File: src/rtl/wb_xbar_pkg.sv
// Shared types and constants for the wb_xbar_n Wishbone 1-to-N interconnect.
// Region, slot width and the registered request bundle live here.
package wb_xbar_pkg;

    typedef enum logic [1:0] {
        IDLE   = 2'd0,
        ACTIVE = 2'd1,
        ERR    = 2'd2
    } state_t;

    localparam logic [11:0] WB_REGION_HI  = 12'hFFD;
    localparam int          WB_SLOT_W     = 4;
    localparam int          WB_MAX_SLAVES = 16;

    typedef struct packed {
        logic [31:0] adr;
        logic [31:0] dat;
        logic        we;
        logic [3:0]  sel;
    } req_t;

endpackage

File: src/rtl/wb_xbar_timeout.sv
// Slave-stall watchdog: counts ACTIVE cycles and flags expiry at TIMEOUT_CYCLES-1.
// Latency: expire is combinational from the count; count restarts on start.
// Backpressure: none, it only observes the transfer.
module wb_xbar_timeout #(
    parameter int TIMEOUT_CYCLES = 255
) (
    input  logic clk,
    input  logic rst,
    input  logic start,
    input  logic active,
    output logic expire
);

    localparam int CW = $clog2(TIMEOUT_CYCLES + 1);

    logic [CW-1:0] cnt_q, cnt_d;

    always_comb begin
        cnt_d = cnt_q;
        if (start) begin
            cnt_d = '0;
        end else if (active) begin
            cnt_d = cnt_q + CW'(1);
        end
    end

    always_ff @(posedge clk or posedge rst) begin
        if (rst) begin
            cnt_q <= '0;
        end else begin
            cnt_q <= cnt_d;
        end
    end

    assign expire = active && (cnt_q == CW'(TIMEOUT_CYCLES - 1));

endmodule

File: src/rtl/wb_xbar_n.sv
// Registered Wishbone 1-to-N interconnect for the 0xFFD0_0000 window, 64 kB per slot.
// Latency: request registered, slave stb one cycle later; ack/err pass through combinationally.
// Backpressure: one transfer in flight, new stb accepted only in IDLE; hung-slave timeout under WB_XBAR_TIMEOUT_EN.
module wb_xbar_n
    import wb_xbar_pkg::*;
#(
    parameter int N_SLAVES       = 3,
    parameter int TIMEOUT_CYCLES = 255
) (
    input  logic                     clk,
    input  logic                     rst,
    input  logic [31:0]              wb_adr,
    input  logic [31:0]              wb_dat_o,
    output logic [31:0]              wb_dat_i,
    input  logic                     wb_we,
    input  logic [3:0]               wb_sel,
    input  logic                     wb_stb,
    input  logic                     wb_cyc,
    output logic                     wb_ack,
    output logic                     wb_err,
    output logic [32*N_SLAVES-1:0]   wb_s_adr,
    output logic [32*N_SLAVES-1:0]   wb_s_dat_o,
    input  logic [32*N_SLAVES-1:0]   wb_s_dat_i,
    output logic [N_SLAVES-1:0]      wb_s_we,
    output logic [4*N_SLAVES-1:0]    wb_s_sel,
    output logic [N_SLAVES-1:0]      wb_s_stb,
    output logic [N_SLAVES-1:0]      wb_s_cyc,
    input  logic [N_SLAVES-1:0]      wb_s_ack,
    input  logic [N_SLAVES-1:0]      wb_s_err
);

    if (N_SLAVES < 1 || N_SLAVES > WB_MAX_SLAVES || TIMEOUT_CYCLES < 2) begin : g_bad_cfg
        $error("wb_xbar_n: parameter out of range");
    end

    state_t               state_q, state_d;
    logic [WB_SLOT_W-1:0] idx_q, idx_d;
    req_t                 req_q, req_d;
    logic                 first_q, first_d;

    logic        mapped;
    logic        enter_active;
    logic        expire;
    logic        sel_ack, sel_err;
    logic [31:0] sel_dat;

    assign mapped = (wb_adr[31:20] == WB_REGION_HI) &&
                    ({1'b0, wb_adr[19:16]} < 5'(N_SLAVES));
    assign enter_active = (state_q == IDLE) && wb_cyc && wb_stb && mapped;

`ifdef WB_XBAR_TIMEOUT_EN
    wb_xbar_timeout #(
        .TIMEOUT_CYCLES(TIMEOUT_CYCLES)
    ) u_timeout (
        .clk    (clk),
        .rst    (rst),
        .start  (enter_active),
        .active (state_q == ACTIVE),
        .expire (expire)
    );
`else
    assign expire = 1'b0;
`endif

    // Slaves keep driving stale data; the latched index picks the one that matters.
    always_comb begin
        sel_ack = 1'b0;
        sel_err = 1'b0;
        sel_dat = '0;
        for (int i = 0; i < N_SLAVES; i++) begin
            if (idx_q == WB_SLOT_W'(i)) begin
                sel_ack = wb_s_ack[i];
                sel_err = wb_s_err[i];
                sel_dat = wb_s_dat_i[i*32 +: 32];
            end
        end
    end

    always_comb begin
        state_d  = state_q;
        idx_d    = idx_q;
        req_d    = req_q;
        first_d  = 1'b0;
        wb_ack   = 1'b0;
        wb_err   = 1'b0;
        wb_dat_i = '0;
        case (state_q)
            IDLE: begin
                if (wb_cyc && wb_stb) begin
                    req_d.adr = wb_adr;
                    req_d.dat = wb_dat_o;
                    req_d.we  = wb_we;
                    req_d.sel = wb_sel;
                    if (mapped) begin
                        idx_d   = wb_adr[19:16];
                        first_d = 1'b1;
                        state_d = ACTIVE;
                    end else begin
                        state_d = ERR;
                    end
                end
            end
            ACTIVE: begin
                if (sel_ack) begin
                    wb_ack   = 1'b1;
                    wb_dat_i = sel_dat;
                    state_d  = IDLE;
                end else if (sel_err || expire) begin
                    wb_err  = 1'b1;
                    state_d = IDLE;
                end else if (!wb_cyc) begin
                    state_d = IDLE;
                end
            end
            ERR: begin
                wb_err  = 1'b1;
                state_d = IDLE;
            end
            default: state_d = IDLE;
        endcase
    end

    always_comb begin
        wb_s_stb = '0;
        wb_s_cyc = '0;
        if (state_q == ACTIVE) begin
            for (int i = 0; i < N_SLAVES; i++) begin
                if (idx_q == WB_SLOT_W'(i)) begin
                    wb_s_cyc[i] = ~expire;
                    wb_s_stb[i] = first_q;
                end
            end
        end
    end

    assign wb_s_adr   = {N_SLAVES{req_q.adr}};
    assign wb_s_dat_o = {N_SLAVES{req_q.dat}};
    assign wb_s_we    = {N_SLAVES{req_q.we}};
    assign wb_s_sel   = {N_SLAVES{req_q.sel}};

    always_ff @(posedge clk or posedge rst) begin
        if (rst) begin
            state_q <= IDLE;
            idx_q   <= '0;
            req_q   <= '0;
            first_q <= 1'b0;
        end else begin
            state_q <= state_d;
            idx_q   <= idx_d;
            req_q   <= req_d;
            first_q <= first_d;
        end
    end

endmodule
File: config.mk
export PLATFORM = sky130hd
export DESIGN_NAME = wb_xbar_n
export DESIGN_NICKNAME = d
export VERILOG_FILES = /design/src/rtl/wb_xbar_pkg.sv /design/src/rtl/wb_xbar_timeout.sv /design/src/rtl/wb_xbar_n.sv
export SDC_FILE = /design/constraint.sdc
export NUM_CORES = 1
export LEC_CHECK = 0
export CAP_MARGIN = 30
export CORE_AREA = 4 4 163 165
export CTS_BUF_LIST = sky130_fd_sc_hd__clkbuf_8
export DETAILED_ROUTE_END_ITERATION = 10
export DIE_AREA = 0 0 167 169
export REMOVE_ABC_BUFFERS = 1
export SYNTH_ARGS = -nofsm -noshare
export SYNTH_HDL_FRONTEND = slang
export SYNTH_SLANG_ARGS = --single-unit
File: constraint.sdc
create_clock -name clk -period 3 [get_ports clk]
set_input_delay 0.3 -clock clk [delete_from_list [all_inputs] [get_ports clk]]
set_output_delay 0.3 -clock clk [all_outputs]
set_load 0.03 [all_outputs]
# ---- Word-level counts from Yosys, hierarchy flattened
# Cells that the tools add are included.
dict set report classes {
  eq_ne 7
  reduce_logical 7
  muxes 33
  order_cmp 1
}
# operator count
set ops {}
lappend ops {{2-to-1 mux 32 bit} 5}
lappend ops {{2-to-1 mux 1 bit} 19}
lappend ops {{equality test 12 bit, second input constant} 1}
lappend ops {{2-to-1 mux 2 bit} 5}
lappend ops {{2-to-1 mux 3 bit} 2}
lappend ops {{equality test 4 x 1 -> 1 bit, second input constant} 1}
lappend ops {{equality test 4 x 2 -> 1 bit, second input constant} 1}
lappend ops {{logical NOT 4 bit} 1}
lappend ops {{less-than comparator 4 x 2 -> 1 bit, second input constant} 1}
lappend ops {{inequality test 4 bit, second input constant} 1}
lappend ops {{one-hot mux 2 bit (2 select lines)} 1}
lappend ops {{AND reduction 2 bit} 2}
lappend ops {{AND reduction 3 bit} 1}
lappend ops {{equality test 2 x 1 -> 1 bit, second input constant} 1}
lappend ops {{equality test 2 bit, second input constant} 1}
lappend ops {{logical AND 1 bit} 2}
lappend ops {{logical NOT 2 bit} 1}
lappend ops {{inequality test 2 x 1 -> 1 bit, second input constant} 1}
lappend ops {{one-hot mux 1 bit (2 select lines)} 1}
dict set report word_totals {
  reg_bits 76
  output_inout_bits 247
}

# ---- Depth between registers and ports, before layout
# Gate-level depths: netlist (run 1).
dict set report logic_depth {
  ltp_word 7
  mapped_depth 7
  ltp_nobuf 5
}

# ---- Worst setup path after synthesis (run 1)
# OpenSTA, ideal clock, no wires.
dict set report synth_path {
  kind {register to output}
  from {register idx_q[2]}
  to {output wb_dat_i[10]}
  arrival_ps 1875
  required_time_ps 2700
  path_stages_with_launch 7
  slack_ps 825
  cell_sequence {dfrtp_1 or2_2 clkbuf_1 nor3_2 clkbuf_1 a222oi_1 nor2_1}
}
dict set report synth_via {
  elab_chain_len 6
}
# item line
set synth_rtl {}
lappend synth_rtl {{start, declared} wb_xbar_n.sv:37} ;# logic [WB_SLOT_W-1:0] idx_q, idx_d;
lappend synth_rtl {{start signal, assigned} wb_xbar_n.sv:149} ;# idx_q <= idx_d;
lappend synth_rtl {{logical NOT 4 bit} wb_xbar_n.sv:71} ;# if (idx_q == WB_SLOT_W'(i)) begin
lappend synth_rtl {{2-to-1 mux 32 bit or 2-to-1 mux 1 bit (tied branches) (3 in series)} wb_xbar_n.sv:71}
lappend synth_rtl {{2-to-1 mux 32 bit *} wb_xbar_n.sv:104} ;# if (sel_ack) begin
lappend synth_rtl {{2-to-1 mux 32 bit *} wb_xbar_n.sv:87} ;# case (state_q)
lappend synth_rtl {{end, declared} wb_xbar_n.sv:14} ;# output logic [31:0] wb_dat_i,
# Mark *: on every way between the ends. The rest lies on a longest branch, timed or not.

# ---- Final worst setup path (run 1)
dict set report layout_path {
  from {register idx_q[2]}
  to {output wb_s_stb[1]}
}
dict set report layout_via {
  elab_chain_len 3
}
# item line
set layout_rtl {}
lappend layout_rtl {{equality test 4 x 1 -> 1 bit} wb_xbar_n.sv:128} ;# if (idx_q == WB_SLOT_W'(i)) begin
lappend layout_rtl {{2-to-1 mux 1 bit} wb_xbar_n.sv:128}
lappend layout_rtl {{2-to-1 mux 3 bit} wb_xbar_n.sv:126} ;# if (state_q == ACTIVE) begin
lappend layout_rtl {{end, declared} wb_xbar_n.sv:26} ;# output logic [N_SLAVES-1:0] wb_s_stb,
# Every way passes these cells.

==> flow_metrics.env, run 1 <==
export IMPL_status="finished clean"
export IMPL_drc=0
export IMPL_hold_viol=0
export IMPL_placed_cells=1018
export IMPL_worstSetupPathType="reg -> out"
export IMPL_clkSinkCount=76
export IMPL_design_core_area_um2=25000
export IMPL_ios=422
export IMPL_place_gp_congestion=0.856
export IMPL_detailedPlace_worstSlack_ns=0.457
export IMPL_crit_path_max_fanout=6
export IMPL_cp_arrival_ns=2.35
export IMPL_synthFlopType="dfrtp_1"
export IMPL_die_y_um=169
export IMPL_async_reset_ff_share_pct=100
export IMPL_port_buffers=421
export IMPL_start_util_pct=18.5
export IMPL_period_share_pct=88.4
export IMPL_tritoncts="built"
export IMPL_grtUsageTotal_pct=12.5
export IMPL_synth_cell_types=36
export IMPL_rsz0062_at_grt="false"
export IMPL_drive_gt1_share_pct=19.7
export IMPL_wl_met3_um=1680
export IMPL_synth_seq_cells=76
export IMPL_clk_pin_slew_worst_paths_ns=0.08
export IMPL_p_leak_nw=3.42
export IMPL_avgSynthCellArea_um2=11.1
export IMPL_grt_pass1_wl_um=27600
export IMPL_dieArea_um2=28200
export IMPL_post_dp_hpwl_um=15300
export IMPL_fin_setup_tns_ns=0
export IMPL_grt_pass1_vias=4679
export IMPL_final_area_um2=8410
export IMPL_slew_viol_final=0
export IMPL_rrSetupSlack_ns=1.05
export IMPL_slew_headroom_pct=60.2
export IMPL_stdcell_count=1034
export IMPL_areaGrowthSynthToFinish_pct=81.4
export IMPL_routed_via_density=4.10
export IMPL_reg2regPathDepth=5
export IMPL_syn_inst=419
export IMPL_ys_warnings_count=0
export IMPL_dr_first_iter_drc_count=144
export IMPL_top_layer="met5"
export IMPL_placementRows=58
export IMPL_overflow=0
export IMPL_synth_edf_count=0
export IMPL_endpoint_kind="output port"
export IMPL_vias=4239
export IMPL_clk_path_buf_depth=2
export IMPL_ant_nets=0
export IMPL_crit_path_end="wb_s_stb[1]"
export IMPL_post_cts_setup_buffer_count=0
export IMPL_wl_met1_um=7040
export IMPL_ir_drop_mv=0.492
export IMPL_cp_required_ns=2.70
export IMPL_dr_wl_met2_um=9580
export IMPL_first_pass_iters=7
export IMPL_numCtsBuffers=9
export IMPL_clock_root_buffer="clkbuf_8"
export IMPL_clock_latency_ns=0.36
export IMPL_seq_area_frac_synth_pct=41.0
export IMPL_tightest_slew_ns=0.597
export IMPL_max_freq_mhz=377
export IMPL_dpl_cell_area_um2=8180
export IMPL_period_needed_ns=2.65
export IMPL_antenna_found_initial=1
export IMPL_max_cap_violations=0
export IMPL_cts_max_level=3
export IMPL_startpoint="idx_q[2]$_DFFE_PP0P_"
export IMPL_timing_rr_start="state_q[0]$_DFFE_PP0P_"
export IMPL_synthesis_area_um2=4640
export IMPL_ctsHoldBuffers=0
export IMPL_fin_ws_ns=0.349
export IMPL_antenna_cells=0
export IMPL_routedWlPerCell_um=18.1
export IMPL_min_path_type="in -> async"
export IMPL_power_density_nw_per_um2=777
export IMPL_clock_skew_ns=0.00982
export IMPL_cts_resized=0
export IMPL_grt_max_degree=45
export IMPL_layout_nets=877
export IMPL_routed_wl_um=18700
export IMPL_worstSetupStartpointType="flip-flop"
export IMPL_post_route_util_pct=33.6
export IMPL_die_w_um=167
export IMPL_setup_violations_final=0
export IMPL_rr_endpoint="wb_s_dat_o[7]$_DFFE_PP0P_"
## cell usage in the layout (no fill, tap or decap), drive strengths merged, types with 2 or more instances in the layout
master / n
ha: 3
o2bb2ai: 2
and3: 4
nor2: 32
and2: 5
a211oi: 2
clkbuf: 9
dfrtp: 76
mux2: 72
bufinv: 3
clkdlybuf4s50: 387
nand4b: 2
clkinv: 2
buf: 43
inv: 6
nor3b: 3
or2: 2
nand2b: 2
a222oi: 32
nand2: 3
## how the worst min path moves through the flow
stage | end | slack (ns) | cells past startpoint
6_report | wb_s_sel[2]$_DFFE_PP0P_ | 0.32 | 2
5_1_grt | wb_s_dat_o[19]$_DFFE_PP0P_ | 0.34 | 2
4_1_cts | wb_s_adr[28]$_DFFE_PP0P_ | 0.31 | 2
3_5_place_dp | idx_q[2]$_DFFE_PP0P_ | 0.48 | 1
3_3_place_gp | idx_q[3]$_DFFE_PP0P_ | 0.48 | 1
2_1_floorplan | idx_q[0]$_DFFE_PP0P_ | 0.45 | 1
## sequential cells by signal (all words and copies together) (netlist names)
name	cells
wb_s_we	1
wb_s_sel	4
state_q	2
wb_s_dat_o	32
wb_s_adr	32
first_q	1
idx_q	4
## synthesized netlist by cell type (3+ instances only)
library cell,n,area share [%]
inv_1,5,0.40
nand2_1,3,0.24
nor2_1,32,2.6
a222oi_1,32,6.9
buf_4,138,22
and3_1,4,0.54
buf_2,11,1.2
and2_1,3,0.40
mux2_2,70,17
ha_1,3,0.81
clkbuf_1,11,0.89
dfrtp_1,76,41
## cell type report
class                      count  area [µm²]
tap                          330         413
timing repair buffer         430        4250
inverter                       5        20.0
clock buffer                   9         124
fill                        2565       16600
sequential                    76        1900
clock inverter                 7         115
multi-input combinational    177        1590
## cells by family (layout without fill, tap and decap cells)
| group | count (synthesis) | count (layout) | synth area share, % |
|---|---|---|---|
| multiplexers | 72 | 72 | 17.6 |
| AO/OA/AOI/OAI | 42 | 42 | 8.55 |
| adder cells (fa/ha/maj) | 3 | 3 | 0.809 |
| flip-flops | 76 | 76 | 41.0 |
| AND/OR/NAND/NOR | 60 | 60 | 6.93 |
| buffers and inverters | 166 | 451 | 25.1 |
## critical path: stages, from the launching register on
cell and delay (ns):
dfrtp_1 0.37, or2_2 0.40, nor3b_4 0.29, and3_1 0.21, clkdlybuf4s50_1 0.73
## power by group
group / internal (mW) / switching [mW] / leakage [nW]
clock network: 0.551 / 0.392 / 0.121
registers: 1.30 / 0.330 / 0.905
logic: 1.77 / 2.20 / 2.40
## through the flow
| stage | power [mW] | hold slack (ns) |
|---|---|---|
| finish | 6.54 | 0.316 |
| floorplan | 3.57 | 0.449 |
| CTS | 6.65 | 0.309 |
| global placement | 5.63 | 0.481 |
| global route | 6.83 | 0.338 |
| detailed placement | 5.65 | 0.478 |
## routing by layer
metal	up-vias	track usage [%]
li1	1904	-
met1	2037	13.8
met2	274	22.5
met3	22	4.46
met4	2	3.98
met5	-	0
(Power assumes the default switching activity.)
==> run 2, diff against run 1 <==
--- a/config.mk
+++ b/config.mk
@@ -10,6 +10,7 @@
 export CTS_BUF_LIST = sky130_fd_sc_hd__clkbuf_8
 export DETAILED_ROUTE_END_ITERATION = 10
 export DIE_AREA = 0 0 167 169
+export HOLD_SLACK_MARGIN = 0.1
 export REMOVE_ABC_BUFFERS = 1
 export SYNTH_ARGS = -nofsm -noshare
 export SYNTH_HDL_FRONTEND = slang
==> results of run 2 <==
Same layout as run 1: the final DEF is identical, and so are final timing and power.
==> run 3, diff against run 2 <==
--- a/config.mk
+++ b/config.mk
@@ -5,11 +5,13 @@
 export SDC_FILE = /design/constraint.sdc
 export NUM_CORES = 1
 export LEC_CHECK = 0
+export ABC_AREA = 1
 export CAP_MARGIN = 30
-export CORE_AREA = 4 4 163 165
+export CORE_AREA = 4 4 161 163
 export CTS_BUF_LIST = sky130_fd_sc_hd__clkbuf_8
 export DETAILED_ROUTE_END_ITERATION = 10
-export DIE_AREA = 0 0 167 169
+export DIE_AREA = 0 0 165 167
+export DONT_BUFFER_PORTS = 1
 export HOLD_SLACK_MARGIN = 0.1
 export REMOVE_ABC_BUFFERS = 1
 export SYNTH_ARGS = -nofsm -noshare
==> flow_metrics.env, run 3 <==
export IMPL_post_cts_setup_buffer_count=0
export IMPL_seq_area_frac_synth_pct=37.7
export IMPL_clock_root_buffer="clkbuf_8"
export IMPL_numCtsBuffers=9
export IMPL_overflow=0
export IMPL_power_density_nw_per_um2=802
export IMPL_grt_max_degree=73
export IMPL_p_leak_nw=2.42
export IMPL_final_common_cell="nand2_1"
export IMPL_drive_gt1_share_pct=11.7
export IMPL_port_buffers=0
export IMPL_synth_most_common_cell="nand2_1"
export IMPL_tightest_slew_ns=1.00
export IMPL_synth_top_area_share_pct=37.7
export IMPL_tritoncts="built"
export IMPL_slew_headroom_pct=33.1
export IMPL_period_needed_ns=2.62
export IMPL_synth_seq_cells=76
export IMPL_die_w_um=165
export IMPL_period_share_pct=87.2
export IMPL_synth_common_cells="nand2_1, buf_4, dfrtp_1, nand3_1, inv_1"
export IMPL_ant_nets=0
export IMPL_clk_path_buf_depth=2
export IMPL_routed_via_density=4.31
export IMPL_crit_path_frequent_cell="nor2_1"
export IMPL_dieArea_um2=27600
export IMPL_ys_warnings_count=0
export IMPL_synth_cell_types=22
export IMPL_synth_area_top_cells="dfrtp_1, buf_4, nand2_1"
export IMPL_ios=422
export IMPL_routed_wl_um=18000
export IMPL_min_path_type="in -> reg"
export IMPL_placementRows=57
export IMPL_drc=0
export IMPL_design_core_area_um2=24300
export IMPL_crit_path_max_fanout=33
export IMPL_async_reset_ff_share_pct=100
export IMPL_cts_max_level=3
export IMPL_clkSinkCount=76
export IMPL_layout_nets=786
export IMPL_max_freq_mhz=382
export IMPL_grt_pass1_wl_um=25100
export IMPL_clock_skew_ns=0.00470
export IMPL_routedWlPerCell_um=19.2
export IMPL_setup_violations_final=0
export IMPL_ir_drop_mv=0.598
export IMPL_die_y_um=167
export IMPL_worstSetupPathType="reg -> out"
export IMPL_hold_viol=0
export IMPL_place_gp_congestion=0.723
export IMPL_vias=4049
export IMPL_rsz0062_at_grt="false"
export IMPL_synthFlopType="dfrtp_1"
export IMPL_fin_setup_tns_ns=0
export IMPL_dr_first_iter_drc_count=160
export IMPL_start_util_pct=20.8
export IMPL_clock_latency_ns=0.35
export IMPL_dpl_cell_area_um2=4560
export IMPL_endpoint_kind="output port"
export IMPL_clk_pin_slew_worst_paths_ns=0.09
export IMPL_final_cell_mix="nand2_1, dfrtp_1, nand3_1, dlygate4sd3_1, buf_4"
export IMPL_cp_slowest_cell="dfrtp_1"
export IMPL_grt_pass1_vias=4166
export IMPL_syn_inst=660
export IMPL_avgSynthCellArea_um2=7.65
export IMPL_crit_chain="nor2_4 -> nand2_1 -> nor2_1 -> nor2_1 -> inv_2 -> nand2_4 -> a31oi_1 -> buf_4"
export IMPL_synth_edf_count=0
export IMPL_post_route_util_pct=22.5
export IMPL_post_dp_hpwl_um=13700
export IMPL_final_area_um2=5460
export IMPL_areaGrowthSynthToFinish_pct=8.18
export IMPL_cp_required_ns=2.70
export IMPL_max_cap_violations=0
export IMPL_status="finished clean"
export IMPL_antenna_found_initial=2
export IMPL_synthesis_area_um2=5050
export IMPL_cp_arrival_ns=2.32
export IMPL_grtUsageTotal_pct=12.2
export IMPL_slew_viol_final=0
export IMPL_slowest_delay_ns=0.41
export IMPL_yosysTopAreaCell="dfrtp_1"
export IMPL_worstSetupStartpointType="flip-flop"
export IMPL_first_pass_iters=4
-- run 3: critical path: cells and delay by family (launching register included) --
family,cells,cell delay [ns]
buf+inv,2,0.26
compound gates,1,0.28
simple gates,5,0.98
flops,1,0.41
-- run 3: cell families (layout without fill, tap and decap cells) --
| family | after synthesis | in the layout | share of synthesized area, % |
|---|---|---|---|
| adder cells (fa/ha/maj) | 3 | 3 | 0.744 |
| AO/OA/AOI/OAI | 39 | 39 | 7.68 |
| AND/OR/NAND/NOR | 347 | 347 | 28.3 |
| flip-flops | 76 | 76 | 37.7 |
| other | 0 | 2 | 0 |
| buffers and inverters | 195 | 148 | 25.6 |
-- run 3: layout make-up --
type / instances / area (µm²)
Sequential cell: 76 / 1900
Antenna cell: 2 / 5.00
Clock inverter: 7 / 76.3
Timing Repair Buffer: 108 / 996
Multi-Input combinational cell: 389 / 1860
Tap cell: 324 / 405
Fill cell: 2615 / 18900
Clock buffer: 9 / 124
Inverter: 24 / 91.3
-- run 3: metrics by stage --
| step | hold WS, ns | std cells | total power [mW] | worst slack, ns |
|---|---|---|---|---|
| 5_1_grt | 0.153 | 939 | 4.60 | 0.0956 |
| 3_5_place_dp | 0.202 | 852 | 3.54 | 0.725 |
| 6_report | 0.179 | 939 | 4.38 | 0.384 |
| 2_1_floorplan | 0.410 | 489 | 3.26 | -1.21 |
| 3_3_place_gp | 0.198 | 852 | 3.52 | 0.779 |
| 4_1_cts | 0.142 | 937 | 4.46 | 0.292 |
-- run 3: timing repair --
item / 4_1_cts / 5_1_grt
hold endpoints to repair: 90 / 0
resized for setup: 0 / 0
hold buffers: 69 / 0
-- run 3: worst paths after layout --
check	from	endpoint	slack, ns	cells past startpoint
worst max-delay path	idx_q[2]$_DFFE_PP0P_	wb_dat_i[20]	0.38	8
worst max register to register	state_q[0]$_DFFE_PP0P_	idx_q[1]$_DFFE_PP0P_	1.05	7
min in group asynchronous	rst	wb_s_dat_o[21]$_DFFE_PP0P_	0.39	2
worst min register to register	state_q[1]$_DFFE_PP0P_	state_q[1]$_DFFE_PP0P_	0.52	2
worst min-delay path	wb_adr[18]	wb_s_adr[18]$_DFFE_PP0P_	0.18	2
max in group asynchronous	rst	wb_s_adr[1]$_DFFE_PP0P_	1.85	3
-- run 3: power breakdown --
group          switching (mW)  leakage [nW]  internal [mW]
logic                   0.225          1.37          0.186
registers                1.93         0.942           1.22
clock network           0.420         0.107          0.392
-- run 3: layer usage --
metal	global-route usage, %	vias to the layer above	share of wire (%)
li1	-	1855	-
met5	0	-	0
met2	23.2	302	52
met4	5.53	0	3.3
met3	3.93	29	10
met1	11.8	1863	34
